[src/rtl/boot_pkg.sv]
// Shared widths, address step and state encoding for the boot loader.
package boot_pkg;

   localparam int ADDR_SIZE  = 8;
   localparam int WORD_SIZE  = 16;
   localparam int WORD_BYTES = 2;

   typedef enum logic [1:0] {
      IDLE  = 2'd0,
      LOAD  = 2'd1,
      FLUSH = 2'd2,
      DONE  = 2'd3
   } boot_state_t;

endpackage

[src/rtl/boot_loader_if.sv]
// CPU / RAM / ROM routing bus owned by the boot loader (master) and driven by the CPU side (slave).
interface boot_loader_if;
   import boot_pkg::*;

   logic                 cpu_wr_en;
   logic [ADDR_SIZE-1:0] cpu_addr;
   logic [WORD_SIZE-1:0] data_in;
   logic                 ram_wr_en;
   logic [ADDR_SIZE-1:0] ram_addr;
   logic                 rom_boot;
   logic                 cpu_stall;

   modport master (
      input  cpu_wr_en,
      input  cpu_addr,
      input  data_in,
      output ram_wr_en,
      output ram_addr,
      output rom_boot,
      output cpu_stall
   );

   modport slave (
      output cpu_wr_en,
      output cpu_addr,
      output data_in,
      input  ram_wr_en,
      input  ram_addr,
      input  rom_boot,
      input  cpu_stall
   );

endinterface

[src/rtl/boot_loader.sv]
// Copies the ROM image into RAM one word per cycle, stalling the CPU until the copy
// and a one-cycle bus turnaround are complete.
module boot_loader
   import boot_pkg::*;
#(
   parameter int unsigned BASE_ADDR  = 0,
   parameter int unsigned LOAD_BYTES = 2**ADDR_SIZE,
   parameter bit          AUTO_BOOT  = 1'b1
) (
   input  logic                 clk,
   input  logic                 rst,
   input  logic                 start,
   boot_loader_if.master        bus,
   output logic                 busy,
   output logic                 done,
   output logic [WORD_SIZE-1:0] checksum
);

   // One extra counter bit so a full-range image reaches the terminal compare without wrapping.
   localparam int               CNT_W    = ADDR_SIZE + 1;
   localparam logic [CNT_W-1:0] BASE_CNT = CNT_W'(BASE_ADDR);
   localparam logic [CNT_W-1:0] LAST_CNT = CNT_W'(BASE_ADDR + LOAD_BYTES - WORD_BYTES);
   localparam logic [CNT_W-1:0] STEP     = CNT_W'(WORD_BYTES);

   boot_state_t      state;
   logic [CNT_W-1:0] load_addr;
   logic             auto_pending;
   logic             launch;

   assign launch = start | auto_pending;

   always_ff @(posedge clk or negedge rst) begin
      if (!rst) begin
         state        <= IDLE;
         load_addr    <= BASE_CNT;
         checksum     <= '0;
         done         <= 1'b0;
         auto_pending <= AUTO_BOOT;
      end else begin
         case (state)
            IDLE, DONE: begin
               if (launch) begin
                  state        <= LOAD;
                  load_addr    <= BASE_CNT;
                  checksum     <= '0;
                  done         <= 1'b0;
                  auto_pending <= 1'b0;
               end
            end
            LOAD: begin
               checksum  <= checksum + bus.data_in;
               load_addr <= load_addr + STEP;
               if (load_addr == LAST_CNT) begin
                  state <= FLUSH;
               end
            end
            FLUSH: begin
               state <= DONE;
               done  <= 1'b1;
            end
            default: begin
               state <= IDLE;
            end
         endcase
      end
   end

   // FLUSH releases the ROM drive without granting the CPU, leaving one dead bus cycle.
   always_comb begin
      bus.ram_addr  = bus.cpu_addr;
      bus.ram_wr_en = bus.cpu_wr_en;
      bus.rom_boot  = 1'b0;
      bus.cpu_stall = 1'b0;
      busy          = 1'b0;
      case (state)
         LOAD: begin
            bus.ram_addr  = load_addr[ADDR_SIZE-1:0];
            bus.ram_wr_en = 1'b1;
            bus.rom_boot  = 1'b1;
            bus.cpu_stall = 1'b1;
            busy          = 1'b1;
         end
         FLUSH: begin
            bus.ram_wr_en = 1'b0;
            bus.cpu_stall = 1'b1;
            busy          = 1'b1;
         end
         default: begin
         end
      endcase
   end

endmodule

[src/flat_wrapper.sv]
// flat-port wrapper written by rule: the top's interface ports become plain ports
module boot_loader_flat import boot_pkg::*;
#(
   parameter int unsigned BASE_ADDR  = 0,
   parameter int unsigned LOAD_BYTES = 2**ADDR_SIZE,
   parameter bit          AUTO_BOOT  = 1'b1
)
  (clk, rst, start, busy, done, checksum, bus_cpu_wr_en, bus_cpu_addr, bus_data_in, bus_ram_wr_en, bus_ram_addr, bus_rom_boot, bus_cpu_stall);
  boot_loader_if bus_i ();
  input  logic clk;
  input  logic rst;
  input  logic start;
  output logic busy;
  output logic done;
  output logic [WORD_SIZE-1:0] checksum;
  input wire logic [$bits(bus_i.cpu_wr_en)-1:0] bus_cpu_wr_en;
  input wire logic [$bits(bus_i.cpu_addr)-1:0] bus_cpu_addr;
  input wire logic [$bits(bus_i.data_in)-1:0] bus_data_in;
  output wire logic [$bits(bus_i.ram_wr_en)-1:0] bus_ram_wr_en;
  output wire logic [$bits(bus_i.ram_addr)-1:0] bus_ram_addr;
  output wire logic [$bits(bus_i.rom_boot)-1:0] bus_rom_boot;
  output wire logic [$bits(bus_i.cpu_stall)-1:0] bus_cpu_stall;
  assign bus_i.cpu_wr_en = bus_cpu_wr_en;
  assign bus_i.cpu_addr = bus_cpu_addr;
  assign bus_i.data_in = bus_data_in;
  assign bus_ram_wr_en = bus_i.ram_wr_en;
  assign bus_ram_addr = bus_i.ram_addr;
  assign bus_rom_boot = bus_i.rom_boot;
  assign bus_cpu_stall = bus_i.cpu_stall;
  boot_loader #(.BASE_ADDR(BASE_ADDR), .LOAD_BYTES(LOAD_BYTES), .AUTO_BOOT(AUTO_BOOT)) u_core (.clk(clk), .rst(rst), .start(start), .bus(bus_i), .busy(busy), .done(done), .checksum(checksum));
endmodule
[config.mk]
export PLATFORM = sky130hd
export DESIGN_NAME = boot_loader_flat
export DESIGN_NICKNAME = d
export VERILOG_FILES = /design/src/rtl/boot_pkg.sv /design/src/rtl/boot_loader_if.sv /design/src/rtl/boot_loader.sv /design/src/flat_wrapper.sv
export SDC_FILE = /design/constraint.sdc
export NUM_CORES = 1
export LEC_CHECK = 0
export ABC_AREA = 1
export CAP_MARGIN = 10
export CORE_ASPECT_RATIO = 1.25
export CORE_MARGIN = 2
export CORE_UTILIZATION = 35
export CTS_CLUSTER_DIAMETER = 50
export DETAILED_ROUTE_END_ITERATION = 6
export GPL_TIMING_DRIVEN = 0
export PLACE_DENSITY_LB_ADDON = 0.25
export SETUP_SLACK_MARGIN = 0.3
export SLEW_MARGIN = 20
export SYNTH_ARGS = -nofsm -noshare
export SYNTH_HDL_FRONTEND = slang
export SYNTH_SLANG_ARGS = --single-unit
[constraint.sdc]
create_clock -name clk -period 2.7 [get_ports clk]
set_clock_uncertainty 0.1 [all_clocks]
set_input_delay 0.54 -clock clk [delete_from_list [all_inputs] [get_ports clk]]
set_output_delay 0.54 -clock clk [all_outputs]
set_load 0.01 [all_outputs]
==> impl_metrics.ini, run 1 <==
[run_status]
status = complete, no violations

[critical_path]
cp.required_ns = 2.06
crit_chain = buf_4 > ha_4 > nor2_1 > clkdlybuf4s50_1
end_kind = primary output
crit_end = bus_ram_addr[0]
worstSetupPathType = flip-flop to primary output
reg2regPathDepth = 11
start_kind = flip-flop
reg2reg_to = u_core.checksum[12]
cpMaxStageDelayCell = clkdlybuf4s50_1
cp_data_arrival_time_ns = 1.69
r2r_start = u_core.checksum[0]
cp_slowest_stage_delay_ns = 0.54
r2r_slack_ns = 0.78
cp-startpoint = u_core.state[0]
critPathMaxFanout = 6

[drt]
via_per_inst = 4.65
detail-route-antenna-nets = 0
drc = 0
wl_um = 5430
avgRoutedWirePerCell_um = 11.3
drt_iter0_drc = 68
dr.pass1.iters = 4
vias = 2236

[sta]
whs_ns = 0.168
report.final.slew_viol_count = 0
slew_headroom_pct = 55.6
setup_tns_ns = 0
fmax_mhz = 429
post-route-min-period_ns = 2.33
post-route-period-util_pct = 86.3
worst_slew_pin_slew_ns = 0.665
finalHoldViolCount = 0
setup_viol = 0
rsz0062_at_grt = no

[logic_synthesis]
yosysSeqAreaShare_pct = 31.3
synthTopCellsByCount = nand2_1 (123), inv_1 (53), dfrtp_1 (27)
yosysMostFrequentCell = nand2_1
synth_ff_type = dfrtp_1
syn-num-nets = 382
async_reset_ff_share_pct = 100
synth_top_area_share_pct = 30.1
ys_ff_latch = 28
synth_edf_count = 0
syn_avg_cell_area_um2 = 6.72
postSynthCellCount = 334
syn_area_um2 = 2240
post-synth-top-area-cell = dfrtp_1
synth_area_leaders = dfrtp_1 (30%), nand2_1 (21%), ha_1 (11%), inv_1 (8.9%), nand3_1 (4.2%)
yosys_warnings = 0
ys_types = 33

[grt]
antenna_found_initial = 0
grt-ovfl-total = 0
track_usage_pct = 16.2
grt_pass1_vias = 2141
grt_pass1_wl_um = 8960
grt_start_max_net_pins = 29

[power]
pwr-share-clk_pct = 8.9
leakagePower_nw = 1.60
irDropWorstVdd_mv = 0.773
p_seq_share_pct = 22.1
comb_power_share_pct = 69.0
intPower_mw = 1.64
p_per_area_nw_per_um2 = 1060
switching_share_pct = 47.9
p_sw_mw = 1.51

[clock_tree]
holdBufCountCts = 0
cts_max_level = 1
cts_root_buffer = clkbuf_8
clock_latency_ns = 0.29
clk_pin_slew_ns = 0.11
cts_made_buffers = 3
clock-sinks = 28
clockBufferDepth = 2
cts_tree = built

[placed_design]
place.port_buffers = 56
hpwl_um = 4190
gp_congestion = 0.859

[min_path]
hp-class = input port to async pin

[final_layout]
num_antenna_cells = 0
syn2layout_area_growth_pct = 32.7
nets = 445
postLayoutCoreUtil_pct = 48.0
drive_gt1_share_pct = 10.4

[floorplan]
io-pin-count = 57
die-area_um2 = 7070
start_util_pct = 36.1
core_um2 = 6210
dieWidth_um = 75.6
rows = 32
fp.dieH_um = 93.5

[flow_run]
drv_cap = 0
-- per-layer routing --
| metal | vias up | wire (um) | track usage, % |
|---|---|---|---|
| met5 | - | 0 | 0 |
| li1 | 1173 | - | - |
| met4 | 0 | 49 | 4.39 |
| met1 | 1013 | 2450 | 20.1 |
| met2 | 44 | 2720 | 28.6 |
| met3 | 6 | 217 | 2.16 |
-- power groups by stage --
stage / Sequential (mW) / Clock (mW) / Combinational (mW)
finish: 0.696 / 0.279 / 2.17
global route: 0.716 / 0.308 / 2.46
CTS: 0.702 / 0.288 / 2.20
detailed placement: 0.706 / 0 / 2.17
global placement: 0.702 / 0 / 2.14
floorplan: 0.734 / 0 / 1.35
-- layout make-up --
cell class / count / area, um2
Timing Repair Buffer: 58 / 551
Clock buffer: 4 / 55.1
Multi-Input combinational cell: 244 / 1310
Tap cell: 85 / 106
Sequential cell: 28 / 703
Inverter: 58 / 220
Buffer: 4 / 33.8
Fill cell: 667 / 3230
-- worst min-delay path by stage --
stage / endpoint / slack [ns] / cells after the start
final: u_core.checksum[5] / 0.17 / 1
after global routing: u_core.checksum[5] / 0.22 / 1
after CTS: u_core.checksum[5] / 0.20 / 1
after detailed placement: u_core.auto_pending / 0.35 / 2
after global placement: u_core.auto_pending / 0.35 / 2
after floorplan: u_core.checksum[0] / 0.14 / 0
-- registers in the layout (all words and copies together) (netlist names) --
register	cells
u_core.state	2
u_core.auto_pending	1
u_core.checksum	16
u_core.load_addr	8
u_core.done	1
-- cell families (layout without fill, tap and decap cells) --
group / Yosys count / in the layout / synth area share [%]
compound gates: 40 / 40 / 9.70
xor+xnor: 2 / 2 / 0.781
fa+ha+maj: 20 / 20 / 11.5
buf+inv: 62 / 124 / 11.0
flops: 28 / 28 / 31.3
simple gates: 182 / 182 / 35.7
-- timing repair --
action | in CTS | in global routing
setup buffers | 1 | 1
resized for setup | 13 | 19
cloned | 0 | 0
setup endpoints to repair | 10 | 10
pin swaps | 0 | 0
-- critical path, delay by kind of cell (launching register included) --
kind	cells	cell delay (ns)
adder cells (fa/ha/maj)	1	0.18
buffers and inverters	2	0.68
flip-flops	1	0.43
AND/OR/NAND/NOR	1	0.11
-- cells in the final DEF (no fill, tap or decap), types with 5 or more instances in the layout --
cell type	netlist	final
inv_2	5	5
buf_4	2	5
o21ai_0	12	12
clkdlybuf4s50_1	0	45
a21oi_1	16	16
ha_1	19	17
inv_1	53	52
nand3_1	19	19
nand2_1	123	123
dfrtp_1	27	26
nor3_1	5	5
o21ai_1	6	6
clkbuf_2	0	6
nor2_1	16	16
-- through the flow --
stage	setup WS (ns)	cells	power [mW]	instance area, um2
6_report	0.371	481	3.15	2980
3_3_place_gp	0.0187	475	2.84	2910
4_1_cts	0.0718	480	3.19	2980
5_1_grt	0.319	481	3.48	2980
2_1_floorplan	0.630	334	2.08	2240
3_5_place_dp	0.0147	475	2.87	2910
Note: power is estimated with default switching activity, not from simulation.
==> run 2: changes to the inputs <==
MAX_ROUTING_LAYER = met4   (was default)
==> impl_metrics.ini, run 2 (synthesis results as in run 1) <==
[power]
switching_share_pct = 47.9
p_per_area_nw_per_um2 = 1060
comb_power_share_pct = 69.0
finalPower_mw = 3.15
pwr-share-clk_pct = 8.9
intPower_mw = 1.64
p_sw_mw = 1.51
irDropWorstVdd_mv = 0.773
leakagePower_nw = 1.60
p_seq_share_pct = 22.1

[grt]
antenna_found_initial = 0
track_usage_pct = 16.6
grt-ovfl-total = 0
grt_start_max_net_pins = 29
grt_pass1_vias = 2141
grt_pass1_wl_um = 8960

[clock_tree]
clock_latency_ns = 0.29
clockBufferDepth = 2
cts_max_level = 1
clock-sinks = 28
cts_made_buffers = 3
cts_root_buffer = clkbuf_8
cts_tree = built
clk_pin_slew_ns = 0.11
holdBufCountCts = 0

[final_layout]
largest-register = u_core.checksum
num_antenna_cells = 0
syn2layout_area_growth_pct = 32.7
stdcell_count = 481
drive_gt1_share_pct = 10.4
layout_common_cells = nand2_1 (123), inv_1 (52), clkdlybuf4s50_1 (45)
top_regs = u_core.checksum x16, u_core.load_addr x8, u_core.state x2
largest_register_ffs = 16
nets = 445
final_common_cell = nand2_1
design_area_um2 = 2980

[sta]
rsz0062_at_grt = no
slew_headroom_pct = 55.6
setup_tns_ns = 0
worst_slew_pin_slew_ns = 0.665
report.final.slew_viol_count = 0
layout_setup_ws_ns = 0.371
fmax_mhz = 429
finalHoldViolCount = 0
post-route-period-util_pct = 86.3
post-route-min-period_ns = 2.33
setup_viol = 0

[critical_path]
cp-startpoint = u_core.state[0]
crit_family = buffers and inverters
path_buf_inv = 2
r2r_start = u_core.checksum[0]
cp.required_ns = 2.06
critPathMaxFanout = 6
cp_slowest_stage_delay_ns = 0.54
start_kind = flip-flop
worstSetupPathDepth = 4
cp_data_arrival_time_ns = 1.69
crit_chain = buf_4 > ha_4 > nor2_1 > clkdlybuf4s50_1
end_kind = primary output
cpMaxStageDelayCell = clkdlybuf4s50_1
reg2regPathDepth = 11
worstSetupPathType = flip-flop to primary output

[placed_design]
place_inst = 475
place.port_buffers = 56
hpwl_um = 4190
dpl_cell_area_um2 = 2910
gp_congestion = 0.873
dp_slack_ns = 0.0147

[floorplan]
start_util_pct = 36.1
core_um2 = 6210
dieWidth_um = 75.6
rows = 32
fp.dieH_um = 93.5
io-pin-count = 57
die-area_um2 = 7070

[drt]
dr.pass1.iters = 4
via_per_inst = 4.65
detail-route-antenna-nets = 0
avgRoutedWirePerCell_um = 11.3
drt_iter0_drc = 68
drc = 0
vias = 2236
wl_um = 5430

[flow_run]
drv_cap = 0

[min_path]
hp-class = input port to async pin

[run_status]
status = complete, no violations
==> run 2: cell counts in the layout (fill, tap and decap cells not counted) <==
No cell type changed its count.
==> run 2: routing by layer <==
layer,vias up,global-route usage [%],routed length (um)
met3,6,1.94,202
met2,44,28.6,2720
met1,1013,20.2,2460
met5,-,-,0
li1,1173,-,-
met4,0,4.39,49
==> run 2: timing repair <==
action | CTS | global route
endpoints found under the hold margin | 0 | 0
gates resized for setup | 13 | 19
setup endpoints to repair | 10 | 10
buffers inserted | 1 | 1
==> run 2: final cells by class <==
class,instances,area (um2)
plain buffers,4,33.8
clock buffers,4,55.1
fillers,667,3230
inverters,58,220
multi-input cells,244,1310
flip-flops and latches,28,703
well taps,85,106
repair buffers,58,551
==> run 2: path summary, 6_finish.rpt <==
check | to | slack (ns)
max | bus_ram_addr[0] | 0.37
min reg2reg | u_core.auto_pending | 0.36
min in group clk | u_core.auto_pending | 0.36
max reg2reg | u_core.checksum[12] | 0.78
min | u_core.checksum[5] | 0.17
max in group asynchronous | u_core.state[0] | 1.87
==> run 2: worst reg2reg max path, delay by kind of cell, from the launching register on <==
| family | cells | cell delay [ns] |
|---|---|---|
| buffers and inverters | 2 | 0.14 |
| flip-flops | 1 | 0.38 |
| AND/OR/NAND/NOR | 7 | 0.62 |
| adder cells (fa/ha/maj) | 2 | 0.57 |
==> run 2: power by group through the flow <==
stage	clock network, mW	logic, mW	registers, mW
5_1_grt	0.308	2.46	0.716
4_1_cts	0.288	2.20	0.702
2_1_floorplan	0	1.35	0.734
3_3_place_gp	0	2.14	0.702
3_5_place_dp	0	2.17	0.706
6_report	0.279	2.17	0.696
==> run 2: stage by stage <==
stage / hold slack (ns) / util (%)
final: 0.168 / 48.0
after CTS: 0.204 / 48.0
after detailed placement: 0.350 / 46.8
after global routing: 0.219 / 48.0
after floorplan: 0.144 / -
after global placement: 0.350 / 46.9
